`src/rtl/seq2sim_pkg.sv`:
```
// Shared constants and helpers for the serial-to-parallel collector.
// Optional feature macro: SEQ2SIM_FILL_FLAG_EN (fill flag in the top).
package seq2sim_pkg;

  localparam int DIR_FORWARD  = 1;
  localparam int DIR_BACKWARD = 0;

  // Ceiling log2, never below 1 so a counter always has at least one bit.
  function automatic int clog2(input int value);
    int r;
    r = 0;
    for (int i = 0; i < 32; i++) begin
      if ((1 << r) < value) r = r + 1;
    end
    return (r < 1) ? 1 : r;
  endfunction

endpackage

```
`src/rtl/seq_to_sim_shift_reg_if.sv`:
```
// Control/data bundle of the serial-to-parallel collector.
// SEQ2SIM_FILL_FLAG_EN adds the out_full status bit.
interface seq_to_sim_shift_reg_if #(
  parameter int BIT_WIDTH = 2,
  parameter int SHIFT_LEN = 4
);
  logic                           in_ctr_Srst;
  logic                           in_ctr_en;
  logic                           in_ctr_sh_en;
  logic [BIT_WIDTH-1:0]           in;
  logic [BIT_WIDTH*SHIFT_LEN-1:0] out;
`ifdef SEQ2SIM_FILL_FLAG_EN
  logic                           out_full;
`endif

`ifdef SEQ2SIM_FILL_FLAG_EN
  modport master (output in_ctr_Srst, in_ctr_en, in_ctr_sh_en, in,
                  input out, out_full);
  modport slave  (input in_ctr_Srst, in_ctr_en, in_ctr_sh_en, in,
                  output out, out_full);
`else
  modport master (output in_ctr_Srst, in_ctr_en, in_ctr_sh_en, in,
                  input out);
  modport slave  (input in_ctr_Srst, in_ctr_en, in_ctr_sh_en, in,
                  output out);
`endif
endinterface

```
`src/rtl/seq2sim_delay_line.sv`:
```
// Input pipeline for the collector: DEPTH register stages, cleared by the
// async reset and by the synchronous clear. DEPTH=0 is a plain wire.
module seq2sim_delay_line #(
  parameter int DEPTH = 0,
  parameter int WIDTH = 1
) (
  input  logic             clk,
  input  logic             rst_n,
  input  logic             srst,
  input  logic [WIDTH-1:0] d,
  output logic [WIDTH-1:0] q
);

  generate
    if (DEPTH == 0) begin : g_wire
      logic unused_ctl;
      assign unused_ctl = ^{clk, rst_n, srst};
      assign q = d;
    end else begin : g_regs
      logic [WIDTH-1:0] stage_q [DEPTH];

      // Stage shift register; both clears wipe every stage.
      always_ff @(posedge clk or negedge rst_n) begin
        if (!rst_n) begin
          stage_q <= '{default: '0};
        end else if (srst) begin
          stage_q <= '{default: '0};
        end else begin
          stage_q[0] <= d;
          for (int i = 1; i < DEPTH; i++) stage_q[i] <= stage_q[i-1];
        end
      end

      assign q = stage_q[DEPTH-1];
    end
  endgenerate

endmodule

```
`src/rtl/seq_to_sim_shift_reg.sv`:
```
// Serial-to-parallel collector: keeps the last SHIFT_LEN words on out.
// SEQ2SIM_FILL_FLAG_EN adds a saturating fill counter driving out_full.
module seq_to_sim_shift_reg
  import seq2sim_pkg::*;
#(
  parameter int DIRECTION    = DIR_FORWARD,
  parameter int SHIFT_LEN    = 4,
  parameter int BIT_WIDTH    = 2,
  parameter int CLK_DISTANCE = 1
) (
  input logic                  clk,
  input logic                  in_ctr_Arst_n,
  seq_to_sim_shift_reg_if.slave bus
);

  localparam bit IS_FWD = (DIRECTION > DIR_BACKWARD);

  logic [BIT_WIDTH-1:0] e_in;
  logic                 e_en;
  logic                 e_sh;
  logic [BIT_WIDTH-1:0] slice_q [SHIFT_LEN];
  logic [BIT_WIDTH-1:0] slice_d [SHIFT_LEN];

  // Data and enables are delayed together; the sync clear bypasses the delay.
  seq2sim_delay_line #(
    .DEPTH (CLK_DISTANCE - 1),
    .WIDTH (BIT_WIDTH + 2)
  ) u_delay (
    .clk   (clk),
    .rst_n (in_ctr_Arst_n),
    .srst  (bus.in_ctr_Srst),
    .d     ({bus.in, bus.in_ctr_en, bus.in_ctr_sh_en}),
    .q     ({e_in, e_en, e_sh})
  );

  generate
    if (IS_FWD) begin : g_fwd
      // Forward: newest word enters slice 0, older words move up.
      always_comb begin
        slice_d = slice_q;
        if (e_en) begin
          if (e_sh) begin
            for (int k = 1; k < SHIFT_LEN; k++) slice_d[k] = slice_q[k-1];
          end
          slice_d[0] = e_in;
        end
      end
    end else begin : g_bwd
      // Backward: newest word enters the top slice, older words move down.
      always_comb begin
        slice_d = slice_q;
        if (e_en) begin
          if (e_sh) begin
            for (int k = 0; k < SHIFT_LEN - 1; k++) slice_d[k] = slice_q[k+1];
          end
          slice_d[SHIFT_LEN-1] = e_in;
        end
      end
    end
  endgenerate

  // Slice storage with async reset and synchronous clear.
  always_ff @(posedge clk or negedge in_ctr_Arst_n) begin
    if (!in_ctr_Arst_n) begin
      slice_q <= '{default: '0};
    end else if (bus.in_ctr_Srst) begin
      slice_q <= '{default: '0};
    end else begin
      slice_q <= slice_d;
    end
  end

  generate
    for (genvar k = 0; k < SHIFT_LEN; k++) begin : g_out
      assign bus.out[k*BIT_WIDTH +: BIT_WIDTH] = slice_q[k];
    end
  endgenerate

`ifdef SEQ2SIM_FILL_FLAG_EN
  localparam int CNT_W = clog2(SHIFT_LEN + 1);
  localparam logic [CNT_W-1:0] CNT_MAX = CNT_W'(SHIFT_LEN);

  logic [CNT_W-1:0] fill_q;
  logic [CNT_W-1:0] fill_d;
  logic             full_q;

  // Count effective shifts, saturating once every slice holds a word.
  always_comb begin
    fill_d = fill_q;
    if (e_en && e_sh && (fill_q != CNT_MAX)) fill_d = fill_q + 1'b1;
  end

  // Fill counter and registered full flag.
  always_ff @(posedge clk or negedge in_ctr_Arst_n) begin
    if (!in_ctr_Arst_n) begin
      fill_q <= '0;
      full_q <= 1'b0;
    end else if (bus.in_ctr_Srst) begin
      fill_q <= '0;
      full_q <= 1'b0;
    end else begin
      fill_q <= fill_d;
      full_q <= (fill_d == CNT_MAX);
    end
  end

  assign bus.out_full = full_q;
`endif

endmodule

```
`src/flat_wrapper.sv`:
```
// flat-port wrapper written by rule: the top's interface ports become plain ports
module seq_to_sim_shift_reg_flat import seq2sim_pkg::*;
#(
  parameter int DIRECTION    = DIR_FORWARD,
  parameter int SHIFT_LEN    = 4,
  parameter int BIT_WIDTH    = 2,
  parameter int CLK_DISTANCE = 1
)
  (clk, in_ctr_Arst_n, bus_in_ctr_Srst, bus_in_ctr_en, bus_in_ctr_sh_en, bus_in, bus_out);
  seq_to_sim_shift_reg_if #(.BIT_WIDTH(BIT_WIDTH), .SHIFT_LEN(SHIFT_LEN)) bus_i ();
  input logic clk;
  input logic in_ctr_Arst_n;
  input wire logic [$bits(bus_i.in_ctr_Srst)-1:0] bus_in_ctr_Srst;
  input wire logic [$bits(bus_i.in_ctr_en)-1:0] bus_in_ctr_en;
  input wire logic [$bits(bus_i.in_ctr_sh_en)-1:0] bus_in_ctr_sh_en;
  input wire logic [$bits(bus_i.in)-1:0] bus_in;
  output wire logic [$bits(bus_i.out)-1:0] bus_out;
  assign bus_i.in_ctr_Srst = bus_in_ctr_Srst;
  assign bus_i.in_ctr_en = bus_in_ctr_en;
  assign bus_i.in_ctr_sh_en = bus_in_ctr_sh_en;
  assign bus_i.in = bus_in;
  assign bus_out = bus_i.out;
  seq_to_sim_shift_reg #(.DIRECTION(DIRECTION), .SHIFT_LEN(SHIFT_LEN), .BIT_WIDTH(BIT_WIDTH), .CLK_DISTANCE(CLK_DISTANCE)) u_core (.clk(clk), .in_ctr_Arst_n(in_ctr_Arst_n), .bus(bus_i));
endmodule
```
`config.mk`:
```
export PLATFORM = sky130hd
export DESIGN_NAME = seq_to_sim_shift_reg_flat
export DESIGN_NICKNAME = d
export VERILOG_FILES = /design/src/rtl/seq2sim_pkg.sv /design/src/rtl/seq_to_sim_shift_reg_if.sv /design/src/rtl/seq2sim_delay_line.sv /design/src/rtl/seq_to_sim_shift_reg.sv /design/src/flat_wrapper.sv
export SDC_FILE = /design/constraint.sdc
export NUM_CORES = 1
export LEC_CHECK = 0
export BUFFER_PORTS_ARGS = -buffer_cell sky130_fd_sc_hd__buf_2
export CAP_MARGIN = 20
export CORE_AREA = 4 4 41 43
export CTS_BUF_LIST = sky130_fd_sc_hd__clkbuf_4 sky130_fd_sc_hd__clkbuf_8
export DETAILED_ROUTE_END_ITERATION = 8
export DIE_AREA = 0 0 45 47
export GPL_TIMING_DRIVEN = 1
export HOLD_SLACK_MARGIN = 0.05
export PLACE_DENSITY = 0.47
export SLEW_MARGIN = 10
export SYNTH_ARGS = -nofsm -noshare
export SYNTH_HDL_FRONTEND = slang
export SYNTH_SLANG_ARGS = --single-unit
```
`constraint.sdc`:
```
create_clock -name clk -period 0.8 [get_ports clk]
set_input_delay 0.16 -clock clk [delete_from_list [all_inputs] [get_ports clk]]
set_output_delay 0.16 -clock clk [all_outputs]
set_load 0.005 [all_outputs]
```
# Word-level counts from Yosys, hierarchy flattened
# Index checks and enable logic that the tools add are counted.
# word_totals
register_bits	8
input_bits	7
output_inout_bits	8
elab_cells	10
# classes
muxes	3
n_reduce_logical	3
# op_table
op	count
two-way mux 8 bit	2
two-way mux 6 bit	1
nonzero test 2 bit	2
AND reduction 2 bit	1

# Longest topological paths before layout
# Gate-level depths: netlist of run 1.
# logic_depth
word_depth	3
depth_mapped	3
depth_no_buf	2

# Hierarchy
# A second synthesis of run 1 with hierarchy kept.
# unflattened
hier_cells	33
hier_area_um2	382.9
# by_module_without_submodules
mod	instances	cells_each	area_per_inst_um2	seq_area_each_um2
seq_to_sim_shift_reg	1	29	352.8	200.2
seq2sim_delay_line	1	4	30.0	0.0

# Worst setup path before layout of run 1
# OpenSTA, ideal clock, no wires.
# synth_path
path_type	input port to flip-flop
from	input bus_in_ctr_Srst
to	register u_core.slice_q, in the netlist u_core.bus.out[4]
setup_time_ns	0.124
t_arrival_ns	0.545
required_ns	0.676
setup_slack_ns	0.131
cell_stages	3
n_path_buf	1
cell_sequence	buf_1 > nand2b_1 > mux2i_1
# synth_between
elab_chain_len	2
elab_cells_between_ends	4
cone_classes	1 x mux; 3 x reduce/logical
# synth_lines
item	line	text
start, declared	flat_wrapper.sv:13	input wire logic [$bits(bus_i.in_ctr_Srst)-1:0] bus_in_ctr_Srst;
nonzero test 2 bit (no line)	--	
AND reduction 2 bit (no line)	--	
end signal, assigned	seq_to_sim_shift_reg.sv:69	slice_q <= slice_d;
end, declared	seq_to_sim_shift_reg.sv:21	logic [BIT_WIDTH-1:0] slice_q [SHIFT_LEN];
# Parallel ways exist; a longest one is shown, timed or not.
# A chain may end at the register's enable or synchronous reset.

# Worst setup path after layout of run 1
# layout_path
from	register u_core.slice_q, in the netlist u_core.bus.out[0]
to	output bus_out[0]
# layout_lines
item	line	text
end, declared	flat_wrapper.sv:17	output wire logic [$bits(bus_i.out)-1:0] bus_out;
# No word-level cell between the ends.

==> metrics, run 1 <==
number of DRC violations after detailed routing=0; flop and latch count out of synthesis=8; critical path's slowest cell=dfrtp_1; gate count of the mapped netlist=29; Antenna Violating Nets Remaining=0; min-delay src=bus_in_ctr_Srst; number of rows created at floorplan=13; Unique masters post-synth=9; fill count=approximately 140; antenna violations before repair=0; Yosys warnings=0; Critical R2R Launch=u_core.bus.out[0]$_DFFE_PN0P_; part of the cycle the worst path needs=117%; Critical Path Start Type=flop; vias in the first global route=about 280; clock latency of the later-clocked register in the worst-skew pair=260 ps; hold violation count in the final report=0; leakage=roughly 0.00028 µW; mean cell area of the mapped netlist=about 12 µm²; worst clock skew on the final layout=~9.9 ps; depth of the CTS H-tree=1; I/O pin count=15; Worst EP arrival=approximately 780 ps; Most used DFF post-synth=dfrtp_1; Port Buffer Count=14; top-area cell type share of the netlist area=56.5%; required time of the critical path=approximately 640 ps; top cells by area in the synthesized netlist=dfrtp_1 (57%), mux2i_1 (17%), nand2b_1 (11%); pin count of the biggest net entering global routing=11; Chip Width=45 µm; overall die height=about 47 µm; commonest cells in the synthesized netlist=dfrtp_1 (8), mux2i_1 (6), nand2b_1 (6); weighted congestion at the end of routability-driven global placement=about 0.68; max layer used=met4; CP Cell Sequence=buf_2; TritonCTS buffer count=3; Post-Syn Nets=36; Synth-to-Final Area Change=47.0%; startpoint-to-endpoint class of the critical path=reg2out; number of max-slew violations in the final report=0; global-route wire length before repair=1180 µm; Max transition margin=~82%; area inside the core boundary=~1300 µm²; number of cells traversed by the worst hold path=2; post-layout minimum cycle time=~940 ps; cell taking the most area after synthesis=dfrtp_1; global route overflow=0; detailed-route wire length=823 µm; endpoint class of the critical path=output pin; router iterations before antenna repair=4; worst hold path endpoint=u_core.bus.out[0]$_DFFE_PN0P_; metal1 wirelength=between 300 and 400 µm; portion of the post-synthesis area used by sequential elements=between 50 and 60%; maximum vdd ir drop=0.000760 V; setup repair after global routing missed its margin=yes; Cell Count, Final, Fillers Out=66; final number of setup-violating endpoints=9; TritonCTS clock tree=done; post-detailed-route via-to-cell ratio=between 4 and 5; Antenna Diode Count=0; largest driver fanout on the critical path=2; achievable clock frequency=1060 MHz; Iteration-0 DRC Markers=7; Sinks on Clock Net=8; maximum number of buffers from clock root to sink=2; die area=about 2100 µm²; total via count after detailed routing=roughly 290; run status=finished, violations left; effective utilization at floorplan=~27%; final worst hold slack=180 ps; register clock-pin slew on the reported worst setup and hold paths=roughly 50 ps; final setup margin=-139 ps; most repeated cell in the gate-level netlist after synthesis=dfrtp_1; mapped cell area=about 350 µm²; total met2 wirelength after detailed routing=around 400 µm; CP peak stage delay=390 ps; clock tree root buffer cell=clkbuf_4; EDFF count, synth=0; GRT Util Overall=~8.9%; async set-reset flop share out of synthesis=100%; number of instances in the placed design=a little under 60; pwr/cell area=between 1500 and 2000 nW/µm²; terminus of the critical flop-to-flop path=u_core.bus.out[0]$_DFFE_PN0P_; worst reg2reg setup slack=0 ps; DR WL met3=between 70 and 80 µm; proportion of layout cells with a drive suffix above 1=a little under half; depth of the worst register-to-register path=3; Crit. path cell count=1; Worst-Margin Slew=around 270 ps; net count of the finished layout=60; number of buffer and inverter stages on the critical path=1; Routed wire per std cell=12.5 µm; violations in the final reports=negative setup slack; critical path's top delay family=flip-flops; max reg flops=8; class of the tightest hold or removal check=in2reg; number of maximum-capacitance violations=0
## cell type report
type,instances,area (µm²),area share [%]
Clock buffer,3,22.5,4.33
Tap cell,15,18.8,3.61
Sequential cell,8,200,38.5
Timing Repair Buffer,21,133,25.5
Multi-Input combinational cell,19,146,28.1
## kinds of logic after synthesis
kind of cell           after synthesis  synth area share, %
and+or+nand+nor                     11                 19.4
buffers and inverters                2                 4.24
AOI/OAI and AO/OA                    2                 2.83
muxes                                6                 17.0
DFF                                  8                 56.5
## worst max-delay path by stage
stage / slack [ps] / end / from
after floorplan: 130 / u_core.bus.out[4]$_DFFE_PN0P_ / bus_in_ctr_Srst
after global placement: -50 / u_core.bus.out[6]$_DFFE_PN0P_ / bus_in_ctr_sh_en
after detailed placement: -40 / u_core.bus.out[4]$_DFFE_PN0P_ / bus_in_ctr_sh_en
after CTS: -140 / bus_out[5] / u_core.bus.out[5]$_DFFE_PN0P_
after global routing: -170 / bus_out[1] / u_core.bus.out[1]$_DFFE_PN0P_
final: -140 / bus_out[0] / u_core.bus.out[0]$_DFFE_PN0P_
## stage by stage
step	total power [µW]	area, µm²	utilization [%]	TNS, ps	worst slack, ps
final	831	520	40.0	-957	-139
after CTS	838	505	38.8	-983	-139
after global placement	504	443	34.0	-101	-47.8
after detailed placement	506	443	34.0	-143	-43.5
after floorplan	465	354	-	0	131
after global routing	895	520	40.0	-1410	-175
## metal layers
layer / up-vias / track usage (%)
met3: 5 / 6.90
met1: 135 / 9.37
met5: - / 0
li1: 142 / -
met2: 12 / 12.4
met4: 0 / 5.26
## layout by cell type (no fill, tap or decap), drive strengths merged
cell type / Yosys / routed
and2: 1 / 1
buf: 2 / 20
clkbuf: 0 / 3
dfrtp: 8 / 8
dlygate4sd3: 0 / 1
mux2i: 6 / 6
nand2b: 6 / 6
nand4b: 2 / 2
nor2: 2 / 2
o21ai: 2 / 2
## where the power goes
part | total, µW | switching (µW) | internal, µW | leakage, µW
Combinational | 100 | 42.8 | 57.6 | 0.000155
Sequential | 420 | 5.84 | 414 | 0.000110
Clock | 310 | 139 | 172 | 0.0000138
## worst register-to-register path: stages, from the launching register on
cell and delay, ps:
dfrtp_1 390, buf_6 130, mux2i_1 110, nor2_1 60
## repair_timing
item,in CTS,in global routing
endpoints found under the setup margin,8,14
setup buffers,4,0
pin swaps,0,3
hold endpoints to repair,8,0
hold buffers,1,0
gates resized for setup,0,3
Power figures use the tool's default switching activity.
==> run 2: changes to the inputs <==
--- a/config.mk
+++ b/config.mk
@@ -5,15 +5,18 @@
 export SDC_FILE = /design/constraint.sdc
 export NUM_CORES = 1
 export LEC_CHECK = 0
+export ABC_AREA = 1
 export BUFFER_PORTS_ARGS = -buffer_cell sky130_fd_sc_hd__buf_2
 export CAP_MARGIN = 20
-export CORE_AREA = 4 4 41 43
+export CELL_PAD_IN_SITES_DETAIL_PLACEMENT = 1
+export CELL_PAD_IN_SITES_GLOBAL_PLACEMENT = 2
+export CORE_MARGIN = 4
+export CORE_UTILIZATION = 23
 export CTS_BUF_LIST = sky130_fd_sc_hd__clkbuf_4 sky130_fd_sc_hd__clkbuf_8
 export DETAILED_ROUTE_END_ITERATION = 8
-export DIE_AREA = 0 0 45 47
 export GPL_TIMING_DRIVEN = 1
 export HOLD_SLACK_MARGIN = 0.05
-export PLACE_DENSITY = 0.47
+export PLACE_DENSITY = 0.69
 export SLEW_MARGIN = 10
 export SYNTH_ARGS = -nofsm -noshare
 export SYNTH_HDL_FRONTEND = slang
==> run 2 against run 1 <==
- the flow still finishes with violations (negative setup slack)
- setup slack lost 12 ps
- sequential share of layout area shrank 4.6 points
- die area rose by 14%
- via count grew 32%
- design area is 14% higher
- wire length rose by 31%
- sequential power grew 3%
- non-clock buffer count grew 1
- synthesized cell count is 69% higher
- maximum frequency is 1.3% lower
- synthesized area rose by 9.5%
- count of clock-buffer cells in the layout stayed put
==> metrics, run 2 <==
Sinks on Clock Net=8 (unchanged); weighted congestion at the end of routability-driven global placement=0.686 (was 0.685); effective utilization at floorplan=25.2% (was 27.2%); GRT Util Overall=10.5% (was 8.86%); proportion of layout cells with a drive suffix above 1=52.1% (was 47.1%); CP Cell Sequence=buf_2 (unchanged); number of instances in the placed design=78 (was 58); top-area cell type share of the netlist area=51.6% (was 56.5%); CP peak stage delay=400 ps (was 390 ps); maximum vdd ir drop=0.000596 V (was 0.000760 V); Synth-to-Final Area Change=52.6% (was 47.0%); mean cell area of the mapped netlist=7.92 µm² (was 12.2 µm²); async set-reset flop share out of synthesis=100% (unchanged); vias in the first global route=441 (was 275); pin count of the biggest net entering global routing=10 (was 11); TritonCTS clock tree=done (unchanged); sum of negative setup slack=-1110 ps (was -957 ps); overall die height=49.1 µm (was 47 µm); Routed wire per std cell=12.1 µm (was 12.5 µm); DPL Wire Length=724 µm; depth of the worst register-to-register path=5 (was 3); terminus of the critical flop-to-flop path=u_core.bus.out[4]$_DFFE_PN0P_ (was u_core.bus.out[0]$_DFFE_PN0P_); critical path's top delay family=flip-flops (unchanged); global-route wire length before repair=1940 µm (was 1180 µm); setup repair after global routing missed its margin=yes (unchanged); number of cells traversed by the worst hold path=3 (was 2); largest driver fanout on the critical path=3 (was 2); portion of the post-synthesis area used by sequential elements=51.6% (was 56.5%); top library cells by usage in the layout, fill and taps aside=nand2_1 (16), buf_2 (14), dfrtp_1 (8), nand3_1 (7) (was buf_2 (14), dfrtp_1 (8), mux2i_1 (6), nand2b_1 (5), buf_4 (4)); area inside the core boundary=1540 µm² (was 1300 µm²); post-detailed-route via-to-cell ratio=4.35 (was 4.45); pwr/cell area=1540 nW/µm² (was 1600 nW/µm²); number of rows created at floorplan=14 (was 13); Iteration-0 DRC Markers=2 (was 7); final setup margin=-151 ps (was -139 ps); number of max-slew violations in the final report=0 (unchanged); Critical R2R Launch=u_core.bus.out[2]$_DFFE_PN0P_ (was u_core.bus.out[0]$_DFFE_PN0P_); leading cell type in the layout, fill and taps excluded=nand2_1 (was buf_2); detailed-route wire length=1080 µm (was 823 µm); most repeated cell in the gate-level netlist after synthesis=nand2_1 (was dfrtp_1); achievable clock frequency=1050 MHz (was 1060 MHz); top cells by area in the synthesized netlist=dfrtp_1 (52%), nand2_1 (15%), nand3_1 (10%) (was dfrtp_1 (57%), mux2i_1 (17%), nand2b_1 (11%)); Worst-Margin Slew=248 ps (was 274 ps); gate count of the mapped netlist=49 (was 29); run status=finished, violations left (unchanged); Most used DFF post-synth=dfrtp_1 (unchanged); startpoint-to-endpoint class of the critical path=reg2out (unchanged); router iterations before antenna repair=3 (was 4); Antenna Violating Nets Remaining=0 (unchanged); number of buffer and inverter stages on the critical path=1 (unchanged); clock latency of the later-clocked register in the worst-skew pair=260 ps (about the same); min-delay src=bus_in[1] (was bus_in_ctr_Srst); critical path's slowest cell=dfrtp_1 (unchanged); depth of the CTS H-tree=1 (unchanged); global route overflow=0 (unchanged); mapped cell area=388 µm² (was 354 µm²); flop and latch count out of synthesis=8 (unchanged); Chip Width=49.1 µm (was 45 µm); Worst EP arrival=790 ps (was 780 ps); leakage=0.000340 µW (was 0.000279 µW); number of maximum-capacitance violations=0 (unchanged); worst reg2reg setup slack=-30 ps (was 0 ps); antenna violations before repair=0 (unchanged); cell taking the most area after synthesis=dfrtp_1 (unchanged); I/O pin count=15 (unchanged); post-layout minimum cycle time=951 ps (was 939 ps); class of the tightest hold or removal check=in2reg (unchanged); part of the cycle the worst path needs=119% (was 117%); max reg flops=8 (unchanged); violations in the final reports=negative setup slack (unchanged); fill count=205 (was 135); maximum number of buffers from clock root to sink=2 (unchanged); commonest cells in the synthesized netlist=nand2_1 (16), dfrtp_1 (8), nand3_1 (8) (was dfrtp_1 (8), mux2i_1 (6), nand2b_1 (6)); Antenna Diode Count=0 (unchanged); Max transition margin=83.5% (was 81.7%); total via count after detailed routing=387 (was 294); EDFF count, synth=0 (unchanged); Total Power Consumption=912 µW (was 831 µW); required time of the critical path=640 ps (about the same); Unique masters post-synth=8 (was 9); Post-Syn Nets=56 (was 36); TritonCTS buffer count=3 (unchanged); die area=2410 µm² (was 2120 µm²); register clock-pin slew on the reported worst setup and hold paths=60 ps (was 50 ps); Yosys warnings=0 (unchanged); final number of setup-violating endpoints=12 (was 9); clock tree root buffer cell=clkbuf_4 (unchanged); Port Buffer Count=14 (unchanged); worst clock skew on the final layout=0.685 ps (was 9.86 ps); endpoint class of the critical path=output pin (unchanged); Critical Path Start Type=flop (unchanged); worst hold path endpoint=u_core.bus.out[1]$_DFFE_PN0P_ (was u_core.bus.out[0]$_DFFE_PN0P_); hold violation count in the final report=0 (unchanged); net count of the finished layout=82 (was 60); Cell Count, Final, Fillers Out=89 (was 66); number of DRC violations after detailed routing=0 (unchanged)
-- run 2: changes by cell type in the layout (fill, tap and decap cells not counted), moves of 2 or more --
| cell | delta |
|---|---|
| nor2_2 | +5 |
| nand4b_1 | -2 |
| nand2_4 | +2 |
| nand2_1 | +16 |
| mux2i_1 | -6 |
| inv_2 | +5 |
| buf_6 | +3 |
| o21ai_1 | -2 |
| buf_4 | -2 |
| nand3_1 | +7 |
| nand2b_1 | -5 |
-- run 2: layer usage --
layer | wire, µm | GRT usage [%] | vias up | part of all wire (%)
met2 | 504 | 13.7 | 8 | 47
li1 | - | - | 196 | -
met1 | 502 | 14.1 | 178 | 47
met3 | 25 | 1.83 | 5 | 2.3
met5 | 0 | 0 | - | 0
met4 | 43 | 9.42 | 0 | 4.0
-- run 2: worst max path at each step --
stage | start | endpoint | slack (ps) | cells after the start
after CTS | u_core.bus.out[1]$_DFFE_PN0P_ | bus_out[1] | -160 | 1
after global routing | u_core.bus.out[1]$_DFFE_PN0P_ | bus_out[1] | -190 | 1
after floorplan | u_core.bus.out[3]$_DFFE_PN0P_ | u_core.bus.out[5]$_DFFE_PN0P_ | 130 | 4
after detailed placement | bus_in_ctr_Srst | u_core.bus.out[2]$_DFFE_PN0P_ | 50 | 5
final | u_core.bus.out[1]$_DFFE_PN0P_ | bus_out[1] | -150 | 1
after global placement | bus_in_ctr_Srst | u_core.bus.out[6]$_DFFE_PN0P_ | 60 | 5
-- run 2: what timing repair did --
action                                 4_1_cts  5_1_grt
pin swaps                                    5        9
gates cloned                                 0        0
setup endpoints to repair                    8       13
gates resized for setup                      0       16
hold buffers                                 1        0
setup buffers                                7        1
endpoints found under the hold margin        8        0
-- run 2: report_power, final --
group | internal (µW) | switching [µW]
logic | 69.0 | 81.9
registers | 422 | 11.0
clock network | 173 | 156
-- run 2: logic make-up after synthesis --
kind of cell,Yosys count,synth area share (%)
simple gates,33,38.4
flops,8,51.6
buf+inv,8,10.0
-- run 2: layout make-up --
type / instances / area (µm²) / area share [%]
sequential: 8 / 200 / 33.8
multi-input combinational: 33 / 166 / 28.1
timing repair buffer: 22 / 151 / 25.6
clock buffer: 3 / 22.5 / 3.81
inverter: 7 / 31.3 / 5.29
tap: 16 / 20.0 / 3.38
-- run 2: per-stage QoR --
| stage | cell area [µm²] | hold slack [ps] | worst slack (ps) | utilization (%) |
|---|---|---|---|---|
| floorplan | 388 | -136 | 131 | - |
| global placement | 470 | 25.1 | 56.9 | 30.5 |
| detailed placement | 470 | 19.9 | 45.7 | 30.5 |
| CTS | 556 | 136 | -159 | 36.0 |
| global route | 592 | 157 | -190 | 38.4 |
| finish | 592 | 139 | -151 | 38.4 |
-- run 2: worst min-delay path, delay by kind of cell --
family | cells | cell delay, ps
and+or+nand+nor | 2 | 130
buffers and inverters | 1 | 80
